File: config.mk
export PLATFORM = sky130hd
export DESIGN_NAME = bp_cfg_boot_sequencer
export DESIGN_NICKNAME = d
export VERILOG_FILES = /design/src/rtl/bp_common_cfg_link_pkg.sv /design/src/rtl/bp_cfg_credit_counter.sv /design/src/rtl/bp_cfg_boot_sequencer.sv
export SDC_FILE = /design/constraint.sdc
export NUM_CORES = 1
export LEC_CHECK = 0
export ABC_AREA = 1
export BUFFER_PORTS_ARGS = -buffer_cell sky130_fd_sc_hd__buf_2
export CAP_MARGIN = 10
export CORE_MARGIN = 2
export CORE_UTILIZATION = 40
export DETAILED_ROUTE_END_ITERATION = 6
export PLACE_DENSITY_LB_ADDON = 0.12
export SLEW_MARGIN = 15
export SYNTH_ARGS = -nofsm -noshare
export SYNTH_HDL_FRONTEND = slang
export SYNTH_SLANG_ARGS = --single-unit
export TNS_END_PERCENT = 1
File: constraint.sdc
create_clock -name clk_i -period 2.2 [get_ports clk_i]
set_input_delay 0.22 -clock clk_i [delete_from_list [all_inputs] [get_ports clk_i]]
set_output_delay 0.22 -clock clk_i [all_outputs]
set_load 0.02 [all_outputs]
File: src/rtl/bp_common_cfg_link_pkg.sv
// Shared types for the tile config link: register addresses, boot FSM states
// and the write packet layout used by config masters and their checkers.
package bp_common_cfg_link_pkg;

    localparam int cfg_max_core_width_gp = 8;
    localparam int cfg_max_data_width_gp = 64;

    typedef enum logic [3:0] {
        e_cfg_freeze   = 4'h0,
        e_cfg_core_id  = 4'h1,
        e_cfg_cce_mode = 4'h2,
        e_cfg_npc      = 4'h3
    } bp_cfg_addr_e;

    typedef enum logic [3:0] {
        e_idle,
        e_freeze,
        e_core_id,
        e_cce_mode,
        e_npc,
        e_drain,
        e_unfreeze,
        e_final_drain,
        e_done
    } bp_cfg_state_e;

    typedef struct packed {
        logic [cfg_max_core_width_gp-1:0] core;
        bp_cfg_addr_e                     addr;
        logic [cfg_max_data_width_gp-1:0] data;
    } bp_cfg_pkt_s;

    function automatic logic is_send_state(input bp_cfg_state_e s);
        return (s == e_freeze) || (s == e_core_id) || (s == e_cce_mode)
            || (s == e_npc) || (s == e_unfreeze);
    endfunction

endpackage

File: src/rtl/bp_cfg_credit_counter.sv
// Up/down credit counter for a config master: tracks unacked writes and
// latches a sticky flag when a return arrives with nothing outstanding.
module bp_cfg_credit_counter #(
    parameter int max_credits_p = 4,
    parameter int width_p       = $clog2(max_credits_p + 1)
) (
    input  logic clk_i,
    input  logic reset_i,
    input  logic inc_i,
    input  logic dec_i,
    output logic full_o,
    output logic empty_o,
    output logic underflow_o
);

    localparam logic [width_p-1:0] max_lp = width_p'(max_credits_p);

    logic [width_p-1:0] count_q, count_d;
    logic               underflow_q, underflow_d;

    always_comb begin
        count_d     = count_q;
        underflow_d = underflow_q;
        unique case ({inc_i, dec_i})
            2'b10: count_d = count_q + 1'b1;
            2'b01: begin
                // A return with nothing outstanding is flagged, never wrapped.
                if (count_q == '0) underflow_d = 1'b1;
                else               count_d     = count_q - 1'b1;
            end
            default: ;
        endcase
    end

    always_ff @(posedge clk_i) begin
        if (reset_i) begin
            count_q     <= '0;
            underflow_q <= 1'b0;
        end else begin
            count_q     <= count_d;
            underflow_q <= underflow_d;
        end
    end

    assign full_o      = (count_q == max_lp);
    assign empty_o     = (count_q == '0);
    assign underflow_o = underflow_q;

endmodule

File: src/rtl/bp_cfg_boot_sequencer.sv
// Post-reset boot sequencer: freezes and programs every core over the config
// link, waits for all writes to land, then unfreezes the cores and signals done.
module bp_cfg_boot_sequencer
    import bp_common_cfg_link_pkg::*;
#(
    parameter int          num_core_p       = 4,
    parameter int          max_credits_p    = 4,
    parameter int          cfg_data_width_p = 64,
    parameter logic [63:0] reset_pc_p       = 64'h8000_0000,
    parameter int          cce_mode_p       = 1,
    localparam int         core_width_lp    = (num_core_p > 1) ? $clog2(num_core_p) : 1
) (
    input  logic                        clk_i,
    input  logic                        reset_i,
    output logic                        cfg_v_o,
    input  logic                        cfg_ready_i,
    output logic [core_width_lp-1:0]    cfg_core_o,
    output bp_cfg_addr_e                cfg_addr_o,
    output logic [cfg_data_width_p-1:0] cfg_data_o,
    input  logic                        cfg_ack_i,
    output logic                        done_o,
    output logic                        err_o
);

    localparam logic [core_width_lp-1:0] last_core_lp = core_width_lp'(num_core_p - 1);

    bp_cfg_state_e            state_q, state_d;
    logic [core_width_lp-1:0] core_q, core_d;
    logic                     handshake;
    logic                     credits_full, credits_empty;

    bp_cfg_credit_counter #(
        .max_credits_p(max_credits_p)
    ) credits (
        .clk_i      (clk_i),
        .reset_i    (reset_i),
        .inc_i      (handshake),
        .dec_i      (cfg_ack_i),
        .full_o     (credits_full),
        .empty_o    (credits_empty),
        .underflow_o(err_o)
    );

    always_comb begin
        state_d    = state_q;
        core_d     = core_q;
        cfg_addr_o = e_cfg_freeze;
        cfg_data_o = '0;
        // Payload depends only on state/core, so it holds while the link stalls.
        cfg_v_o    = is_send_state(state_q) && !credits_full;
        handshake  = cfg_v_o && cfg_ready_i;

        unique case (state_q)
            e_idle: state_d = e_freeze;
            e_freeze: begin
                cfg_data_o = cfg_data_width_p'(1);
                if (handshake) state_d = e_core_id;
            end
            e_core_id: begin
                cfg_addr_o = e_cfg_core_id;
                cfg_data_o = cfg_data_width_p'(core_q);
                if (handshake) state_d = e_cce_mode;
            end
            e_cce_mode: begin
                cfg_addr_o = e_cfg_cce_mode;
                cfg_data_o = cfg_data_width_p'(cce_mode_p);
                if (handshake) state_d = e_npc;
            end
            e_npc: begin
                cfg_addr_o = e_cfg_npc;
                cfg_data_o = cfg_data_width_p'(reset_pc_p);
                if (handshake) begin
                    if (core_q == last_core_lp) begin
                        core_d  = '0;
                        state_d = e_drain;
                    end else begin
                        core_d  = core_q + 1'b1;
                        state_d = e_freeze;
                    end
                end
            end
            // No core may be released until every programming write has landed.
            e_drain: if (credits_empty) state_d = e_unfreeze;
            e_unfreeze: begin
                if (handshake) begin
                    if (core_q == last_core_lp) begin
                        core_d  = '0;
                        state_d = e_final_drain;
                    end else begin
                        core_d  = core_q + 1'b1;
                    end
                end
            end
            e_final_drain: if (credits_empty) state_d = e_done;
            e_done: ;
            default: state_d = e_idle;
        endcase
    end

    always_ff @(posedge clk_i) begin
        if (reset_i) begin
            state_q <= e_idle;
            core_q  <= '0;
        end else begin
            state_q <= state_d;
            core_q  <= core_d;
        end
    end

    assign cfg_core_o = core_q;
    assign done_o     = (state_q == e_done);

endmodule

== After elaboration in Yosys (flattened, before gate mapping) ==
Index checks and enable logic that the tools add are counted.

* Bitwise operators: 1
* $add $sub $neg: 3
* Multiplexer cells: 15
* Reductions and logical operators: 16
* Equality and inequality tests: 21

{| class="wikitable"
|+ Operator list
! cell !! number
|-
| $pmux 32 s3 || 1
|-
| $pmux 4 s9 || 1
|-
| $mux 4 || 8
|-
| $eq 4x3->1 const B || 4
|-
| $ne 2x1->1 const B || 8
|-
| $reduce_and 9->1 || 1
|-
| $eq 4x2->1 const B || 2
|-
| $mux 3 || 2
|-
| $pmux 2 s3 || 1
|-
| $pmux 3 s2 || 1
|-
| $reduce_and 2->1 || 3
|-
| $eq 2x2->1 const B || 2
|-
| $eq 4x1->1 const B || 1
|-
| $eq 4x4->1 const B || 1
|-
| $logic_not 4->1 || 1
|-
| $logic_or 1x1->1 || 4
|-
| $reduce_or 2->1 || 2
|-
| $add 3x1->3 const B || 1
|-
| $eq 3x3->1 const B || 1
|-
| $logic_not 3->1 || 1
|-
| $sub 3x1->3 const B || 1
|-
| $add 2x1->2 const B || 1
|-
| $eq 2x1->1 const B || 1
|-
| $logic_and 1x1->1 || 2
|-
| other kinds (5) || 5
|}

* Flip-flop bits (word level): 10
* Input bits: 4
* Output and inout port bits: 73

== Depth between registers and ports, before layout ==
* Depth after elaboration: 10
* Mapped depth: 12

== Modules after synthesis ==
From an unflattened synthesis, not the netlist that was laid out.

* Cell total of the unflattened synthesis: 189
* Area total of the unflattened synthesis: 1270.0 sq um

{| class="wikitable"
|+ Modules (own cells, without submodules)
! module !! area an instance (sq um) !! cells an instance !! instances
|-
| bp_cfg_boot_sequencer || 1003.5 || 151 || 1
|-
| bp_cfg_credit_counter || 266.5 || 38 || 1
|}

== Worst setup path before layout ==
No wires, ideal clock.

* Path type: register to register
* Start point: register state_q[3]
* End point: register credits.count_q[2]
* Path buffers: 0
* Clock period less this slack: 1.817 ns
* Path slack: 0.383 ns
* Arrival time: 1.702 ns
* Stages on the path, launching flop included: 11
* Path through: dfxtp_1 > nor2_2 > nand2_2 > nand4_4 > nand3_4 > nand2_1 > fa_1 > inv_1 > nand2_2 > a21oi_1 > nor2_1

* Cells in the longest elaborated chain, start to end: 10
* Elaborated cells between the ends (all ways): 17

{| class="wikitable"
|+ RTL lines
! element !! RTL line !! text
|-
| start, declared || bp_cfg_boot_sequencer.sv:27 || <nowiki>bp_cfg_state_e state_q, state_d;</nowiki>
|-
| start signal, assigned || bp_cfg_boot_sequencer.sv:102 || <nowiki>state_q <= e_idle;</nowiki>
|-
| start signal, assigned || bp_cfg_boot_sequencer.sv:105 || <nowiki>state_q <= state_d;</nowiki>
|-
| $eq 4x1->1 or $eq 4x2->1 (tied branches) || bp_common_cfg_link_pkg.sv:34 || <nowiki>return (s == e_freeze) || (s == e_core_id) || (s == e_cce_mode)</nowiki>
|-
| $logic_or 1x1->1 (2 in series) || bp_common_cfg_link_pkg.sv:34 ||
|-
| $logic_or 1x1->1 || bp_common_cfg_link_pkg.sv:35 || <nowiki>|| (s == e_npc) || (s == e_unfreeze);</nowiki>
|-
| $logic_or 1x1->1 (*) || bp_common_cfg_link_pkg.sv:35 ||
|-
| $logic_and 1x1->1 (*) || bp_cfg_boot_sequencer.sv:50 || <nowiki>cfg_v_o = is_send_state(state_q) && !credits_full;</nowiki>
|-
| $logic_and 1x1->1 (*) || bp_cfg_boot_sequencer.sv:51 || <nowiki>handshake = cfg_v_o && cfg_ready_i;</nowiki>
|-
| $eq 2x1->1 or $eq 2x2->1 (tied branches) || bp_cfg_credit_counter.sv:24 || <nowiki>unique case ({inc_i, dec_i})</nowiki>
|-
| $ne 2x2->1 (no line) or $reduce_bool 2->1 (tied branches) || -- ||
|-
| $reduce_and 2->1 (no line) || -- ||
|-
| end signal, assigned || bp_cfg_credit_counter.sv:40 || <nowiki>count_q <= count_d;</nowiki>
|-
| end, declared || bp_cfg_credit_counter.sv:18 || <nowiki>logic [width_p-1:0] count_q, count_d;</nowiki>
|}

Every way passes the cells marked *; elsewhere a longest branch is shown, timed or not.
A chain may end at the register's enable or synchronous reset.

== Final worst setup path ==
Same ends and word-level chain as after synthesis.

==> summary.txt <==
Clock network
  • Clock sinks: 10
  • Hold buffer count at CTS: 0
  • Post-CTS resize count: 0
  • CTS tree: built
  • Clk root buf: clkbuf_4
  • Htree depth: 1
  • TritonCTS Buffers: 3
  • CTS clk-pin slew, worst paths: 80 ps
  • Later-pin clock latency in the skew report: 270 ps
  • Buffer count from post-CTS setup fixing: 0
  • Longest Clk Path Bufs: 2

Global route
  • Initial antenna violation count: 0
  • Gr usage total: 11.0%
  • First-pass GRT wire length: 2870 um
  • GRT Residual Overflow: 0
  • Vias in the first global route: 696
  • Largest net degree at the start of global routing: 11

Synthesis
  • Ys Warns: 0
  • Synthesized flop and latch total: 10
  • Synth cell count leaders: buf_4 (63), nor2_1 (18), inv_1 (17), nand2_1 (16), dfxtp_1 (10)
  • Post-Syn Area per Cell: 7.03 sq um
  • Post-synth top area share: 38.7%
  • Cell taking the most area after synthesis: buf_4
  • Register area share after synthesis: 16.4%
  • Fraction of registers with async set/reset: 0%
  • Distinct cells, synth: 29
  • Most used DFF post-synth: dfxtp_1
  • Cell with the most instances after synthesis: buf_4
  • Mapped cell area: 0.00122 sq mm
  • Post-synth EDFFs: 0
  • Synthesized instance count: 174
  • Largest cells by area after synthesis: buf_4 (39%), dfxtp_1 (16%), nor2_1 (5.5%)

Critical path
  • Slowest-stage cell, CP: dfxtp_1
  • Crit-path cells: nor2_2, nand2_2, nand4_4, nand3_4, nand2_1, fa_1, inv_1, nand2_2, a21oi_1, nor2_1
  • Worst reg2reg path startpoint: state_q[3]$_SDFFE_PP0P_
  • Critical path type: flip-flop to flip-flop
  • Crit path depth: 10
  • Critical path launch point: state_q[3]$_SDFFE_PP0P_
  • Crit path largest cell delay: 460 ps
  • Worst path most repeated cell: nand2_2
  • Req. time, crit path: 2370 ps
  • Critical path endpoint category: flip-flop
  • Worst Setup Start Kind: flip-flop
  • Register-to-register setup slack: 230 ps
  • Crit path max fanout: 7
  • R2r endpoint: credits.count_q[2]$_SDFFE_PP0P_
  • Crit path capture: credits.count_q[2]$_SDFFE_PP0P_
  • CP arrival: 2140 ps
  • Critical path buffers and inverters: 1
  • Critical path's top delay family: simple AND/OR/NAND/NOR gates
  • FF-to-FF path depth: 10

Outcome
  • Status: completed

Hold path
  • Min-Delay Path Class: input pin to flip-flop

Detailed routing
  • DRT iter0 DRCs: 19
  • Routed Wire Length: 1970 um
  • Vias per cell: 3.90
  • Remaining DRCs: 0
  • Pre-antenna DRT Iters: 4
  • Antenna viol nets, final: 0
  • Drt wl/cell: 8.82 um
  • Vias: 870

Timing
  • Final worst path period share: 89.3%
  • Fin. max-slew vios: 0
  • Worst Clk Skew: 3.75 ps
  • Unrepaired setup endpoints after global routing: no
  • Setup-violating endpoint count in the final report: 0
  • Max Clk Rate: 0.509 GHz
  • Hold WS: 353 ps
  • Final Hold Vio Count: 0
  • Crit path time final: 1970 ps
  • Setup TNS: 0 ps

Finish
  • Layout area overhead: -7.98%
  • Final Instance Count excl. Fillers: 223
  • # diodes: 0
  • Sequential Area: 200 sq um
  • Layout Nets: 197
  • Multi-input logic area: 693 sq um
  • Share of cells above drive strength 1: 21.1%
  • Filler cell count: 334

Place
  • DPL Wire Length: 1680 um
  • Final Wtd Congestion: 0.864
  • PortBufs: 13
  • DP Cell Count: 219

Die
  • Ports: 77
  • Effective utilization at floorplan: 41.1%
  • Die W: 59.3 um
  • Die Ht: 59.3 um
  • Std-Cell Rows: 20
  • Die ar.: 0.00352 sq mm
  • Core box area: 0.00298 sq mm

Job
  • Max-cap violation count: 0

Pwr
  • Leak: 0.662 nW
  • Power per cell area: 1280 mW/mm^2
  • VDD IR-drop max: 0.000419 V
==> how the worst min path moves through the flow <==
stage / start / to / slack (ps) / cells after the start
after floorplan: cfg_ack_i / credits.count_q[1]$_SDFFE_PP0P_ / 460 / 4
after global placement: credits.underflow_o$_SDFFE_PP0P_ / credits.underflow_o$_SDFFE_PP0P_ / 450 / 1
after detailed placement: credits.underflow_o$_SDFFE_PP0P_ / credits.underflow_o$_SDFFE_PP0P_ / 460 / 1
after CTS: cfg_ready_i / state_q[3]$_SDFFE_PP0P_ / 350 / 5
after global routing: cfg_ack_i / credits.count_q[0]$_SDFFE_PP0P_ / 390 / 6
final: cfg_ready_i / state_q[3]$_SDFFE_PP0P_ / 350 / 5
==> registers in the layout, summed over array words and instances (netlist names) <==
name,flops
state_q,4
credits.count_q,3
cfg_core_o,2
credits.underflow_o,1
==> layer usage <==
metal / vias up / global-route usage [%] / share of wire (%) / routed length (um)
li1: 447 / - / - / -
met3: 2 / 4.80 / 8.0 / 158
met5: - / 0 / 0 / 0
met2: 38 / 21.2 / 54 / 1050
met4: 0 / 1.95 / 0.36 / 7
met1: 383 / 10.8 / 38 / 746
==> worst min-delay path: stages <==
cell	delay (ps)
buf_2	120
inv_1	60
o21ai_2	60
nand4_1	80
nor2_1	40
==> power by group <==
group          total, mW  switching [mW]  leakage (nW)  internal, mW
logic              0.950           0.654         0.559         0.296
registers          0.318          0.0677        0.0823         0.250
clock network      0.174          0.0737        0.0210         0.101
==> metrics by stage <==
stage / util (%) / cell area [sq um] / setup slack, ps / total power, mW
final: 37.8 / 1130 / 235 / 1.44
after detailed placement: 36.6 / 1090 / 226 / 1.28
after floorplan: - / 1460 / 383 / 1.17
after global placement: 36.6 / 1090 / 255 / 1.28
after CTS: 37.8 / 1130 / 217 / 1.46
after global routing: 37.8 / 1130 / 72.1 / 1.58
==> area by class of cell <==
type	instances	area share, %
multi-input cells	139	61.6
flip-flops and latches	10	17.8
inverters	24	8.00
repair buffers	13	5.78
well taps	33	3.67
clock buffers	4	3.22
==> cell usage in the layout (no fill, tap or decap), types with 2 or more instances in the layout <==
master | netlist | routed
a21oi_1 | 7 | 7
buf_2 | 0 | 13
clkbuf_4 | 0 | 3
conb_1 | 1 | 63
dfxtp_1 | 10 | 10
inv_1 | 17 | 17
inv_2 | 6 | 6
nand2_1 | 16 | 16
nand2_2 | 4 | 4
nand3_1 | 4 | 4
nand3_2 | 3 | 3
nand4_1 | 2 | 2
nor2_1 | 18 | 18
nor2_2 | 2 | 2
nor2_4 | 2 | 2
nor3_1 | 2 | 2
o21ai_1 | 3 | 3
o21ai_2 | 2 | 2
==> logic make-up (layout without fill, tap and decap cells) <==
kind of cell	Yosys count	count (layout)	share of synthesized area, %
AOI/OAI and AO/OA	17	17	8.49
other	1	63	0.306
buffers and inverters	87	41	46.0
DFF	10	10	16.4
adders and majority gates	2	2	2.66
and+or+nand+nor	57	57	26.2
Note: power is estimated with default switching activity, not from simulation.
